===== config.mk =====
export PLATFORM = sky130hd
export DESIGN_NAME = twiddle_fetch_ctrl
export DESIGN_NICKNAME = d
export VERILOG_FILES = /design/src/rtl/fft_tw_pkg.sv /design/src/rtl/tw_skid_fifo.sv /design/src/rtl/twiddle_fetch_ctrl.sv
export SDC_FILE = /design/constraint.sdc
export NUM_CORES = 1
export LEC_CHECK = 0
export ABC_AREA = 0
export BUFFER_PORTS_ARGS = -buffer_cell sky130_fd_sc_hd__buf_2
export CAP_MARGIN = 40
export CORE_MARGIN = 1
export CORE_UTILIZATION = 33
export CTS_CLUSTER_SIZE = 10
export DETAILED_ROUTE_END_ITERATION = 8
export SETUP_SLACK_MARGIN = 0.2
export SLEW_MARGIN = 20
export SYNTH_ARGS = -nofsm -noshare
export SYNTH_HDL_FRONTEND = slang
export SYNTH_HIERARCHICAL = 1
export SYNTH_SLANG_ARGS = --single-unit

===== constraint.sdc =====
create_clock -name i_clk -period 7.6 [get_ports i_clk]
set_input_delay 0 -clock i_clk [delete_from_list [all_inputs] [get_ports i_clk]]
set_output_delay 0 -clock i_clk [all_outputs]
set_load 0.02 [all_outputs]

===== src/rtl/fft_tw_pkg.sv =====
// Shared constants, types and address helpers for the twiddle ROM reader.
package fft_tw_pkg;

   localparam int STAGES = 5;
   localparam int ADDR_W = 5;
   localparam int DATA_W = 16;
   localparam int SEL_W  = 3;
   localparam int BFLY_W = STAGES - 1;

   // Output register plus two skid entries: reads issued but not yet consumed
   localparam logic [2:0] TW_CREDITS = 3'd3;

   typedef enum logic [1:0] {
      IDLE,
      ISSUE,
      DRAIN,
      DONE
   } tw_state_t;

   typedef struct packed {
      logic [DATA_W-1:0] re;
      logic [DATA_W-1:0] im;
      logic [BFLY_W-1:0] bfly;
   } tw_entry_t;

   function automatic logic [ADDR_W-1:0] tw_base(input logic [SEL_W-1:0] s);
      logic [ADDR_W:0] v;
      v = (ADDR_W+1)'(1) << s;
      return ADDR_W'(v - (ADDR_W+1)'(1));
   endfunction

   function automatic logic [BFLY_W-1:0] tw_mask(input logic [SEL_W-1:0] s);
      logic [BFLY_W:0] v;
      v = (BFLY_W+1)'(1) << s;
      return BFLY_W'(v - (BFLY_W+1)'(1));
   endfunction

   function automatic logic [SEL_W-1:0] tw_clamp(input logic [SEL_W-1:0] s);
      return (s >= SEL_W'(STAGES)) ? SEL_W'(STAGES - 1) : s;
   endfunction

endpackage


===== src/rtl/tw_skid_fifo.sv =====
// Two-entry FIFO holding {re, im, bfly} twiddles that arrive while the consumer stalls.
module tw_skid_fifo
   import fft_tw_pkg::*;
(
   input  logic       i_clk,
   input  logic       i_rst_n,
   input  logic       i_push,
   input  logic       i_pop,
   input  tw_entry_t  i_data,
   output tw_entry_t  o_data,
   output logic       o_full,
   output logic       o_empty,
   output logic [1:0] o_count
);

   tw_entry_t  r_mem [2];
   logic       r_wrPtr;
   logic       r_rdPtr;
   logic [1:0] r_count;

   always_ff @(posedge i_clk) begin
      if (!i_rst_n) begin
         r_wrPtr <= 1'b0;
         r_rdPtr <= 1'b0;
         r_count <= 2'd0;
         for (int i = 0; i < 2; i++) begin
            r_mem[i] <= '0;
         end
      end else begin
         if (i_push) begin
            r_mem[r_wrPtr] <= i_data;
            r_wrPtr        <= ~r_wrPtr;
         end
         if (i_pop) begin
            r_rdPtr <= ~r_rdPtr;
         end
         case ({i_push, i_pop})
            2'b10:   r_count <= r_count + 2'd1;
            2'b01:   r_count <= r_count - 2'd1;
            default: r_count <= r_count;
         endcase
      end
   end

   assign o_data  = r_mem[r_rdPtr];
   assign o_full  = (r_count == 2'd2);
   assign o_empty = (r_count == 2'd0);
   assign o_count = r_count;

endmodule


===== src/rtl/twiddle_fetch_ctrl.sv =====
// Twiddle ROM reader: per-stage address generation, ROM latency absorption, valid/ready stream.
// Define TWF_CONJ_EN to emit conjugate twiddles (negated imaginary part) for the forward FFT.
module twiddle_fetch_ctrl
   import fft_tw_pkg::*;
(
   input  logic              i_clk,
   input  logic              i_rst_n,
   input  logic              i_start,
   input  logic [SEL_W-1:0]  i_stage_sel,
   output logic              o_busy,
   output logic              o_done,
   output logic [ADDR_W-1:0] o_rom_addr,
   input  logic [DATA_W-1:0] i_rom_re,
   input  logic [DATA_W-1:0] i_rom_im,
   output logic              o_tw_valid,
   input  logic              i_tw_ready,
   output logic [DATA_W-1:0] o_tw_re,
   output logic [DATA_W-1:0] o_tw_im,
   output logic [BFLY_W-1:0] o_tw_bfly
);

   tw_state_t         r_state;
   logic [SEL_W-1:0]  r_stage;
   logic [BFLY_W-1:0] r_issueCnt;
   logic [BFLY_W-1:0] r_aBfly;
   logic [BFLY_W-1:0] r_bBfly;
   logic              r_addrVld;
   logic              r_romVld;
   logic [ADDR_W-1:0] r_romAddr;
   logic              r_busy;
   logic              r_done;
   logic              r_twValid;
   tw_entry_t         r_twOut;

   logic              w_pop;
   logic              w_outFree;
   logic              w_fifoPop;
   logic              w_fifoPush;
   logic              w_romToOut;
   logic              w_fifoFull;
   logic              w_fifoEmpty;
   logic              w_issue;
   logic [1:0]        w_fifoCount;
   logic [2:0]        w_inUse;
   logic [DATA_W-1:0] w_romIm;
   tw_entry_t         w_romEntry;
   tw_entry_t         w_fifoHead;

`ifdef TWF_CONJ_EN
   assign w_romIm = -i_rom_im;
`else
   assign w_romIm = i_rom_im;
`endif

   assign w_romEntry = '{re: i_rom_re, im: w_romIm, bfly: r_bBfly};

   // Older skid entries always reach the output register before fresh ROM data
   assign w_pop      = r_twValid && i_tw_ready;
   assign w_outFree  = !r_twValid || w_pop;
   assign w_fifoPop  = w_outFree && !w_fifoEmpty;
   assign w_romToOut = w_outFree && w_fifoEmpty && r_romVld;
   assign w_fifoPush = r_romVld && !w_romToOut && (!w_fifoFull || w_fifoPop);

   // Skid entries plus reads in flight stay below 2, plus one credit for the output slot
   assign w_inUse = 3'(r_twValid) + 3'(w_fifoCount) + 3'(r_addrVld) + 3'(r_romVld);
   assign w_issue = (r_state == ISSUE) && ((w_inUse - 3'(w_pop)) < TW_CREDITS);

   tw_skid_fifo u_skid (
      .i_clk   (i_clk),
      .i_rst_n (i_rst_n),
      .i_push  (w_fifoPush),
      .i_pop   (w_fifoPop),
      .i_data  (w_romEntry),
      .o_data  (w_fifoHead),
      .o_full  (w_fifoFull),
      .o_empty (w_fifoEmpty),
      .o_count (w_fifoCount)
   );

   always_ff @(posedge i_clk) begin
      if (!i_rst_n) begin
         r_state    <= IDLE;
         r_stage    <= '0;
         r_issueCnt <= '0;
         r_aBfly    <= '0;
         r_bBfly    <= '0;
         r_addrVld  <= 1'b0;
         r_romVld   <= 1'b0;
         r_romAddr  <= '0;
         r_busy     <= 1'b0;
         r_done     <= 1'b0;
         r_twValid  <= 1'b0;
         r_twOut    <= '0;
      end else begin
         r_addrVld <= w_issue;
         r_romVld  <= r_addrVld;
         r_bBfly   <= r_aBfly;
         r_done    <= 1'b0;

         if (w_issue) begin
            r_romAddr  <= tw_base(r_stage) + ADDR_W'(r_issueCnt & tw_mask(r_stage));
            r_aBfly    <= r_issueCnt;
            r_issueCnt <= r_issueCnt + BFLY_W'(1);
         end

         if (w_fifoPop) begin
            r_twValid <= 1'b1;
            r_twOut   <= w_fifoHead;
         end else if (w_romToOut) begin
            r_twValid <= 1'b1;
            r_twOut   <= w_romEntry;
         end else if (w_pop) begin
            r_twValid <= 1'b0;
         end

         case (r_state)
            IDLE: begin
               if (i_start) begin
                  r_stage    <= tw_clamp(i_stage_sel);
                  r_issueCnt <= '0;
                  r_busy     <= 1'b1;
                  r_state    <= ISSUE;
               end
            end
            ISSUE: begin
               if (w_issue && (r_issueCnt == '1)) begin
                  r_state <= DRAIN;
               end
            end
            DRAIN: begin
               if (w_pop && (r_twOut.bfly == '1)) begin
                  r_busy  <= 1'b0;
                  r_done  <= 1'b1;
                  r_state <= DONE;
               end
            end
            DONE: begin
               r_state <= IDLE;
            end
            default: r_state <= IDLE;
         endcase
      end
   end

   assign o_busy     = r_busy;
   assign o_done     = r_done;
   assign o_rom_addr = r_romAddr;
   assign o_tw_valid = r_twValid;
   assign o_tw_re    = r_twOut.re;
   assign o_tw_im    = r_twOut.im;
   assign o_tw_bfly  = r_twOut.bfly;

endmodule


* Yosys cells after proc, flatten, opt, wreduce, memory -nomap -nowiden
Memory sizes are Yosys's and may differ from the RTL's. A register that Yosys moved wholly into a read port is not among the register bits.
Cells that the tools add are included.
** Storage, ports and cells
- Memory bits (writable) :: 72
- Bits in registers :: 67
- Bits of input ports :: 39
- Output and inout port bits :: 44
- Memories kept :: 1
- Word-level logic and storage cells :: 99
** Memories
- u_skid.r_mem :: words 2, bits a word 36, read ports 1, clocked after Yosys merged registers in 1, wr ports 2, line tw_skid_fifo.sv:16 : tw_entry_t r_mem [2];
** Operators by class
- Add/sub/neg operators :: 10
- Eq/ne operators :: 11
- Bitwise gates (word level) :: 3
- Reductions and logical operators :: 26
- Shift-type cells :: 2
- Multiplexer cells :: 27
- Magnitude comparators :: 2
** Operator list (count)
- $mux W36 :: 3
- $reduce_or A36 Y1 :: 1
- $mux W1 :: 14
- $mux W4 :: 3
- $logic_and A1 B1 Y1 :: 9
- $eq A2 B2 Y1 const B :: 4
- $eq A4 B4 Y1 const B :: 2
- $pmux W2 S4 :: 1
- $add A3 B1 Y3 :: 2
- $mux W2 :: 3
- $reduce_and A3 Y1 :: 2
- $reduce_bool A2 Y1 :: 3
- $add A5 B4 Y5 :: 1
- $shl A1 B3 Y5 const A :: 1
- $sub A5 B1 Y5 const B :: 1
- $add A4 B1 Y4 const B :: 1
- $and A4 B4 Y4 :: 1
- $eq A2 B1 Y1 const B :: 2
- $logic_not A1 Y1 :: 4
- $logic_not A2 Y1 :: 2
- $ne A2 B2 Y1 const B :: 2
- $pmux W2 S2 :: 1
- $reduce_and A2 Y1 :: 2
- $shl A1 B3 Y4 const A :: 1
- 13 further kinds :: 15

* Depth between registers and ports, before layout
Gate-level depths: netlist of run 1.
- Depth in word-level cells :: 12
- Depth in mapped cells :: 13
- Mapped depth without buffers :: 11

* Modules after synthesis
Netlist of run 1, hierarchy kept.
** By module, submodules not included
- tw_skid_fifo :: times used 1, seq. area each 2262.2 µm², area an instance 3271.9 µm², cells each 256
- twiddle_fetch_ctrl :: times used 1, seq. area each 1261.2 µm², area an instance 2980.4 µm², cells each 327

* Least setup slack after synthesis of run 1
No wires, ideal clock.
- Path type :: reg2reg
- Start :: reg r_twValid, in the netlist o_tw_valid
- End :: reg r_romAddr[2], in the netlist o_rom_addr[2]
- Cell stages (with the launch flop) :: 13
- Data arrival time :: 2817 ps
- Path buffers :: 2
- Required time :: 7484 ps
- Period minus slack after synthesis :: 2933 ps
- Path slack :: 4667 ps
- Setup time :: 116 ps
- Path through :: dfxtp_1 and2_1 ha_1 fa_1 inv_1 ha_1 inv_1 fa_1 nand2b_1 and3_1 buf_2 buf_6 o211a_1
** On the way
- Cells in the longest elaborated chain, start to end :: 6
- Elaborated cells between the ends (all ways) :: 7
- Those cells by class :: add/sub: 4; order compare: 1; reduce/logical: 2
** RTL lines
- start: declaration :: line twiddle_fetch_ctrl.sv:32 : logic r_twValid;
- start signal: assignment :: line twiddle_fetch_ctrl.sv:92 : r_twValid <= 1'b0;
- start signal: assignment :: line twiddle_fetch_ctrl.sv:107 : r_twValid <= 1'b1;
- start signal: assignment :: line twiddle_fetch_ctrl.sv:110 : r_twValid <= 1'b1;
- $add A1 B2 Y3 :: line twiddle_fetch_ctrl.sv:65 : assign w_inUse = 3'(r_twValid) + 3'(w_fifoCount) + 3'(r_addrVld) + 3'(r_romVld);
- $add A3 B1 Y3 (2 in a row) :: line twiddle_fetch_ctrl.sv:65
- $sub A3 B1 Y3 * :: line twiddle_fetch_ctrl.sv:66 : assign w_issue = (r_state == ISSUE) && ((w_inUse - 3'(w_pop)) < TW_CREDITS);
- $lt A3 B2 Y1 * :: line twiddle_fetch_ctrl.sv:66
- $logic_and A1 B1 Y1 * :: line twiddle_fetch_ctrl.sv:66
- end signal: assignment :: line twiddle_fetch_ctrl.sv:101 : r_romAddr <= tw_base(r_stage) + ADDR_W'(r_issueCnt & tw_mask(r_stage));
- end: declaration :: line twiddle_fetch_ctrl.sv:29 : logic [ADDR_W-1:0] r_romAddr;
Every way passes the cells marked *; elsewhere a longest branch is shown, timed or not.
A chain may end at the register's enable or synchronous reset.

* Final worst setup path of run 1
- Start :: reg r_twValid, in the netlist o_tw_valid
- End :: reg r_state[0]
** On the way
- Cells in the longest elaborated chain, start to end :: 9
- Elaborated cells between the ends (all ways) :: 12
- Those cells by class :: add/sub: 4; order compare: 1; eq/ne: 2; reduce/logical: 5
** RTL lines
- $add A1 B2 Y3 :: line twiddle_fetch_ctrl.sv:65
- $add A3 B1 Y3 (2 in a row) :: line twiddle_fetch_ctrl.sv:65
- $sub A3 B1 Y3 :: line twiddle_fetch_ctrl.sv:66
- $lt A3 B2 Y1 :: line twiddle_fetch_ctrl.sv:66
- $logic_and A1 B1 Y1 :: line twiddle_fetch_ctrl.sv:66
- $logic_and A1 B1 Y1 :: line twiddle_fetch_ctrl.sv:126 : if (w_issue && (r_issueCnt == '1)) begin
- $ne A2 B1 Y1 (no line)
- $reduce_and A3 Y1 (no line) *
- end signal: assignment :: line twiddle_fetch_ctrl.sv:122 : r_state <= ISSUE;
- end signal: assignment :: line twiddle_fetch_ctrl.sv:127 : r_state <= DRAIN;
- end signal: assignment :: line twiddle_fetch_ctrl.sv:134 : r_state <= DONE;
- end: declaration :: line twiddle_fetch_ctrl.sv:22 : tw_state_t r_state;
Marks and branches as above.

==> results of run 1 <==
[cells by family (layout without fill, tap and decap cells)]
kind of cell | Yosys count | after routing | synth area share
xor+xnor | 10 | 10 | 0.0152
other cells | 0 | 1 | 0
buf+inv | 55 | 174 | 0.0410
mux | 38 | 38 | 0.0680
flops | 140 | 140 | 0.564
fa+ha+maj | 17 | 17 | 0.0376
simple gates | 224 | 224 | 0.151
compound gates | 99 | 99 | 0.123
[through the flow]
step	worst slack, ns	power [mW]	hold slack, ns
floorplan	4.67	1.25	0.163
global placement	4.02	1.34	0.308
detailed placement	4.52	1.38	0.313
CTS	4.53	2.25	0.00456
global route	4.31	2.34	0.0557
finish	4.57	2.22	0.0302
[final timing paths]
| path | from | slack, ns | endpoint | depth (start not counted) |
|---|---|---|---|---|
| setup / recovery | o_tw_valid | 4.57 | r_state[0] | 11 |
| hold / removal | i_stage_sel[0] | 0.03 | r_stage[0] | 4 |
| setup reg to reg | o_tw_valid | 4.57 | r_state[0] | 11 |
| hold reg to reg | o_tw_re[1] | 0.44 | o_tw_re[1] | 2 |
[registers in the layout, summed over array words and instances (netlist names), 2 cells and up, named ones only]
| register | flops |
|---|---|
| u_skid/o_count | 2 |
| r_aBfly | 4 |
| r_stage | 3 |
| r_issueCnt | 4 |
| o_tw_bfly | 4 |
| o_rom_addr | 5 |
| u_skid/r_mem | 72 |
| r_state | 2 |
| r_bBfly | 4 |
| o_tw_im | 16 |
| o_tw_re | 16 |
[power breakdown]
group / internal [mW] / switching (mW) / leakage (nW) / total [mW]
Combinational: 0.197 / 0.275 / 1.42 / 0.472
Sequential: 0.863 / 0.0432 / 1.30 / 0.906
Clock: 0.545 / 0.301 / 0.289 / 0.846
[layer usage]
layer,vias up,routed length (µm),track usage
li1,2252,-,-
met1,2180,6200,0.179
met3,13,761,0.0465
met5,-,0,0
met4,0,123,0.0503
met2,103,6770,0.254
[Yosys cell counts, types with 2 or more instances]
| library cell | count |
|---|---|
| and3_1 | 3 |
| fa_1 | 3 |
| and2_1 | 10 |
| xnor2_1 | 6 |
| nand2b_1 | 4 |
| nand2_1 | 102 |
| xor2_1 | 3 |
| mux2i_1 | 2 |
| o21ai_0 | 5 |
| clkbuf_1 | 15 |
| inv_1 | 15 |
| a21boi_0 | 35 |
| edfxtp_1 | 72 |
| mux2_2 | 36 |
| buf_2 | 19 |
| nor2b_1 | 4 |
| nor2_1 | 83 |
| nand3_1 | 2 |
| buf_4 | 5 |
| dfxtp_1 | 68 |
| o221ai_1 | 36 |
| nand4_1 | 3 |
| ha_1 | 14 |
| nor3b_1 | 3 |
| a21boi_1 | 13 |
| or2_2 | 3 |
| a21oi_1 | 6 |
[placed cells by master (no fill, tap or decap), types with 3 or more instances in the layout]
| cell | n |
|---|---|
| and2_1 | 10 |
| or2_2 | 3 |
| dlygate4sd3_1 | 36 |
| xnor2_1 | 6 |
| o221ai_1 | 36 |
| o21ai_0 | 5 |
| nor2_1 | 81 |
| a21boi_1 | 13 |
| ha_1 | 14 |
| nand2_1 | 100 |
| nand2b_1 | 3 |
| nor3b_1 | 3 |
| mux2_2 | 36 |
| and3_1 | 3 |
| clkbuf_16 | 17 |
| nor2b_1 | 4 |
| a21boi_0 | 35 |
| dfxtp_1 | 67 |
| fa_1 | 3 |
| clkinv_1 | 5 |
| nand4_1 | 3 |
| xor2_1 | 3 |
| buf_4 | 3 |
| bufinv_16 | 4 |
| edfxtp_1 | 72 |
| buf_12 | 3 |
| buf_16 | 3 |
| a21oi_1 | 6 |
| inv_1 | 15 |
| buf_2 | 82 |
[worst max-delay path, stage by stage (launching register included)]
cell      delay, ns
dfxtp_1        0.39
and2_1         0.18
ha_1           0.25
fa_1           0.44
inv_1          0.07
ha_1           0.14
inv_1          0.05
fa_1           0.40
xor2_2         0.25
nand4_1        0.15
a221oi_2       0.38
mux2i_1        0.25
[final cells by class]
class                      count  area, µm²  share of cell area
antenna                        1       2.50            0.000317
clock buffer                  19        433              0.0548
clock inverter                13        173              0.0218
inverter                      15       56.3             0.00712
multi-input combinational    388       2490               0.316
sequential                   140       3520               0.446
tap                          229        287              0.0362
timing repair buffer         127        936               0.118
==> impl_metrics.py, run 1 <==
metrics = {
    "status": {
        "status": "finished, final reports clean",
    },
    "cells_and_area": {
        "fin_nets": 745,
        "instances_no_fill": 932,
        "final_area_um2": 7910,
        "fin_util": 0.433,
        "nFillCells": 1716,
        "drive_above_1_share": 0.236,
        "syn_to_final_growth_pct": 26.5,
    },
    "place": {
        "hpwl_mm": 8.74,
        "gp_congestion": 0.735,
        "postPlaceCellArea_um2": 6920,
        "port_buffers": 82,
        "dp_cells": 862,
    },
    "pwr": {
        "cellLeakagePower_nw": 3.01,
        "vdd.ir_drop.worst_mv": 0.170,
        "cellPowerDensity_nw_per_um2": 281,
    },
    "clock_network": {
        "hold_buffers": 36,
        "cts_tree": "done",
        "clkTransAtPathRegs_ns": 0.06,
        "cts-root-buf": "clkbuf_16",
        "insertion_delay_ns": 0.41,
        "cts-htree-levels": 4,
        "cts_sinks": 140,
        "cts_buffers": 17,
        "post-cts-setup-buffers": 0,
        "cts_resized": 0,
        "clock_path_buffers": 2,
    },
    "worst_setup_path": {
        "crit_arrival_ns": 3.37,
        "critPathLaunchType": "flip-flop",
        "path_class": "flip-flop to flip-flop",
        "end_kind": "flip-flop",
        "cp.required_ns": 7.93,
        "cp_max_fo": 5,
    },
    "floorplan": {
        "start_util": 0.342,
        "chipWidth_um": 140,
        "num_io_pins": 83,
        "fp.coreArea_um2": 18300,
        "row_count": 49,
        "die-area_um2": 19500,
        "die_y_um": 140,
    },
    "yosys": {
        "yosysSeqAreaShare": 0.564,
        "yosysWarnings": 6,
        "synth_area_leader_cell": "edfxtp_1",
        "syn_nets": 639,
        "async_flop_share": 0,
        "yosysUniqueCellTypes": 40,
        "synth_cells": 583,
        "postSynthAreaPerCell_um2": 10.7,
        "ys_top_cells_by_area": "edfxtp_1, dfxtp_1, mux2_2",
        "syn_area_um2": 6250,
        "synthFlopType": "edfxtp_1",
        "ys_ff_latch": 140,
        "yosys.area.top_type_share": 0.346,
        "synth_edf_count": 72,
    },
    "worst_hold_path": {
        "hp-class": "primary input to flip-flop",
    },
    "timing": {
        "hold_violations": 0,
        "post-route-period-util": 0.399,
        "slew_headroom": 0.510,
        "setup_viol": 0,
        "period_needed_ns": 3.03,
        "clock.fmax_ghz": 0.330,
        "tightest_slew_ns": 0.735,
        "slew_viol_final": 0,
        "fin_skew_ns": 0.00533,
        "setup_tns_ns": 0,
        "rsz0062_at_grt": "no",
    },
    "global_routing": {
        "grt_pass1_vias": 4668,
        "antenna_found_initial": 1,
        "grt_max_degree": 80,
        "grt_pass1_wl_mm": 22.9,
        "track_usage": 0.150,
        "grt-ovfl-total": 0,
    },
    "route": {
        "drc": 0,
        "ant_nets": 0,
        "num_vias": 4548,
        "viasPerCell": 4.88,
        "wirelength_mm": 13.9,
        "drt_iter0_markers": 179,
        "detail_route.wl_per_cell_um": 14.9,
        "drt_first_pass_iters": 4,
    },
    "run": {
        "maxCapViolations": 0,
    },
}
(Power assumes the default switching activity.)
==> run 2: changes to the inputs <==
==> constraint.sdc (replaced) <==
create_clock -name i_clk -period 2.7 [get_ports i_clk]
set_input_delay 0 -clock i_clk [delete_from_list [all_inputs] [get_ports i_clk]]
set_output_delay 0 -clock i_clk [all_outputs]
set_load 0.02 [all_outputs]
==> impl_metrics.py, run 2 (synthesis results as in run 1) <==
metrics = {
    "status": {
        "status": "complete, but fails checks",
        "violations": "setup timing",
    },
    "worst_setup_path": {
        "critPathLaunchType": "flip-flop",
        "cp.required_ns": 3.04,
        "end_kind": "flip-flop",
        "crit_arrival_ns": 3.12,
        "cp_max_fo": 2,
        "reg2regPathDepth": 11,
        "path_class": "flip-flop to flip-flop",
    },
    "cells_and_area": {
        "largest_register": "u_skid/r_mem",
        "n_antenna_cell": 0,
        "instances_no_fill": 939,
        "largest_reg_flops": 72,
        "final_common_cell": "nand2_1",
        "syn_to_final_growth_pct": 27.1,
        "final_area_um2": 7950,
        "fin_nets": 753,
        "drive_above_1_share": 0.263,
        "final_cell_mix": "nand2_1, buf_2, nor2_1",
    },
    "timing": {
        "hold_violations": 0,
        "tightest_slew_ns": 0.666,
        "slew_headroom": 0.556,
        "setup_viol": 5,
        "period_needed_ns": 2.78,
        "rsz0062_at_grt": "yes",
        "fin_skew_ns": 0.00903,
        "post-route-period-util": 1.03,
        "clock.fmax_ghz": 0.360,
        "fin_ws_ns": -0.0813,
        "slew_viol_final": 0,
    },
    "global_routing": {
        "grt_use_met3": 0.0434,
        "antenna_found_initial": 0,
        "grt-ovfl-total": 0,
        "grt_max_degree": 74,
        "grtUsageMet1": 0.189,
        "top_usage_layer": "met2",
        "grtUsageMet2": 0.275,
        "grt_pass1_vias": 4826,
        "track_usage": 0.158,
        "grt_pass1_wl_mm": 24.1,
    },
    "route": {
        "viasPerCell": 5.00,
        "drt_iter0_markers": 249,
        "num_vias": 4699,
        "drt_first_pass_iters": 4,
        "wirelength_mm": 14.8,
        "ant_nets": 0,
        "drc": 0,
        "detail_route.wl_per_cell_um": 15.8,
    },
    "pwr": {
        "sequentialPowerShare": 0.404,
        "cellLeakagePower_nw": 3.04,
        "vdd.ir_drop.worst_mv": 0.505,
        "combPwrFrac": 0.220,
        "netSwitchingFraction": 0.285,
        "switching_power_mw": 1.81,
        "pwr-share-clk": 0.376,
        "intPower_mw": 4.53,
        "total_power_mw": 6.34,
        "cellPowerDensity_nw_per_um2": 798,
    },
    "place": {
        "postPlaceCellArea_um2": 6950,
        "port_buffers": 82,
        "gp_congestion": 0.784,
        "pre_cts_slack_ns": -0.0748,
        "hpwl_mm": 9.07,
        "dp_cells": 870,
    },
    "clock_network": {
        "cts-root-buf": "clkbuf_16",
        "insertion_delay_ns": 0.42,
        "clkTransAtPathRegs_ns": 0.06,
        "cts-htree-levels": 4,
        "cts_tree": "done",
        "clock_path_buffers": 2,
        "cts_sinks": 140,
        "cts_buffers": 17,
    },
    "floorplan": {
        "die-area_um2": 19500,
        "chipWidth_um": 140,
        "fp.coreArea_um2": 18300,
        "num_io_pins": 83,
        "start_util": 0.342,
        "die_y_um": 140,
        "row_count": 49,
    },
    "worst_hold_path": {
        "hp-class": "primary input to flip-flop",
        "hold_depth": 4,
    },
    "run": {
        "maxCapViolations": 0,
    },
}
-- run 2: cell count changes in the layout (fill, tap and decap cells not counted), moves of 2 or more --
cell,previous run,this run
buf_4,3,14
clkinvlp_4,1,3
clkinv_1,5,0
clkbuf_8,0,3
buf_16,3,0
-- run 2: cell type report --
cell class / instances / area [µm²]
clock buffers: 23 / 478
clock inverters: 9 / 135
fillers: 1715 / 10300
inverters: 15 / 56.3
multi-input cells: 389 / 2550
flip-flops and latches: 140 / 3530
well taps: 229 / 287
repair buffers: 134 / 916
-- run 2: worst paths after layout --
path / startpoint / endpoint / slack [ns]
min: i_stage_sel[0] / r_stage[0] / 0.02
min reg2reg: o_tw_re[0] / o_tw_re[0] / 0.45
max reg2reg: o_tw_valid / r_state[0] / -0.08
max: o_tw_valid / r_state[0] / -0.08
-- run 2: through the flow --
| step | hold slack, ns | utilization | setup TNS (ns) |
|---|---|---|---|
| floorplan | 0.163 | - | -0.0305 |
| global placement | 0.304 | 0.380 | -0.00802 |
| detailed placement | 0.315 | 0.380 | -0.290 |
| CTS | 0.0119 | 0.434 | -0.333 |
| global route | 0.0286 | 0.435 | -1.60 |
| finish | 0.0188 | 0.435 | -0.282 |
-- run 2: power by group through the flow --
stage	Combinational, mW	Sequential, mW	Clock [mW]
after detailed placement	1.32	2.60	0
final	1.40	2.56	2.39
after CTS	1.38	2.56	2.43
after floorplan	0.854	2.70	0
after global placement	1.28	2.60	0
after global routing	1.54	2.59	2.52
-- run 2: worst max-delay path: stages, from the launching register on --
cell and delay [ns]:
dfxtp_4 0.34, and2_4 0.16, ha_4 0.26, fa_1 0.39, inv_1 0.07, ha_1 0.14, inv_1 0.05, fa_1 0.49
nand2b_4 0.12, nand4_1 0.10, a221oi_2 0.37, mux2i_1 0.22
-- run 2: metal layers --
| layer | routed length, µm | up-vias |
|---|---|---|
| met1 | 6530 | 2290 |
| met3 | 829 | 11 |
| met5 | 0 | - |
| li1 | - | 2266 |
| met2 | 7290 | 132 |
| met4 | 151 | 0 |
-- run 2: timing repair --
action	4_1_cts	5_1_grt
hold endpoints to repair	99	0
pin swaps	3	3
endpoints found under the setup margin	16	16
cloned	0	1
buffers inserted	0	0
resized for setup	2	3
hold buffers	36	0
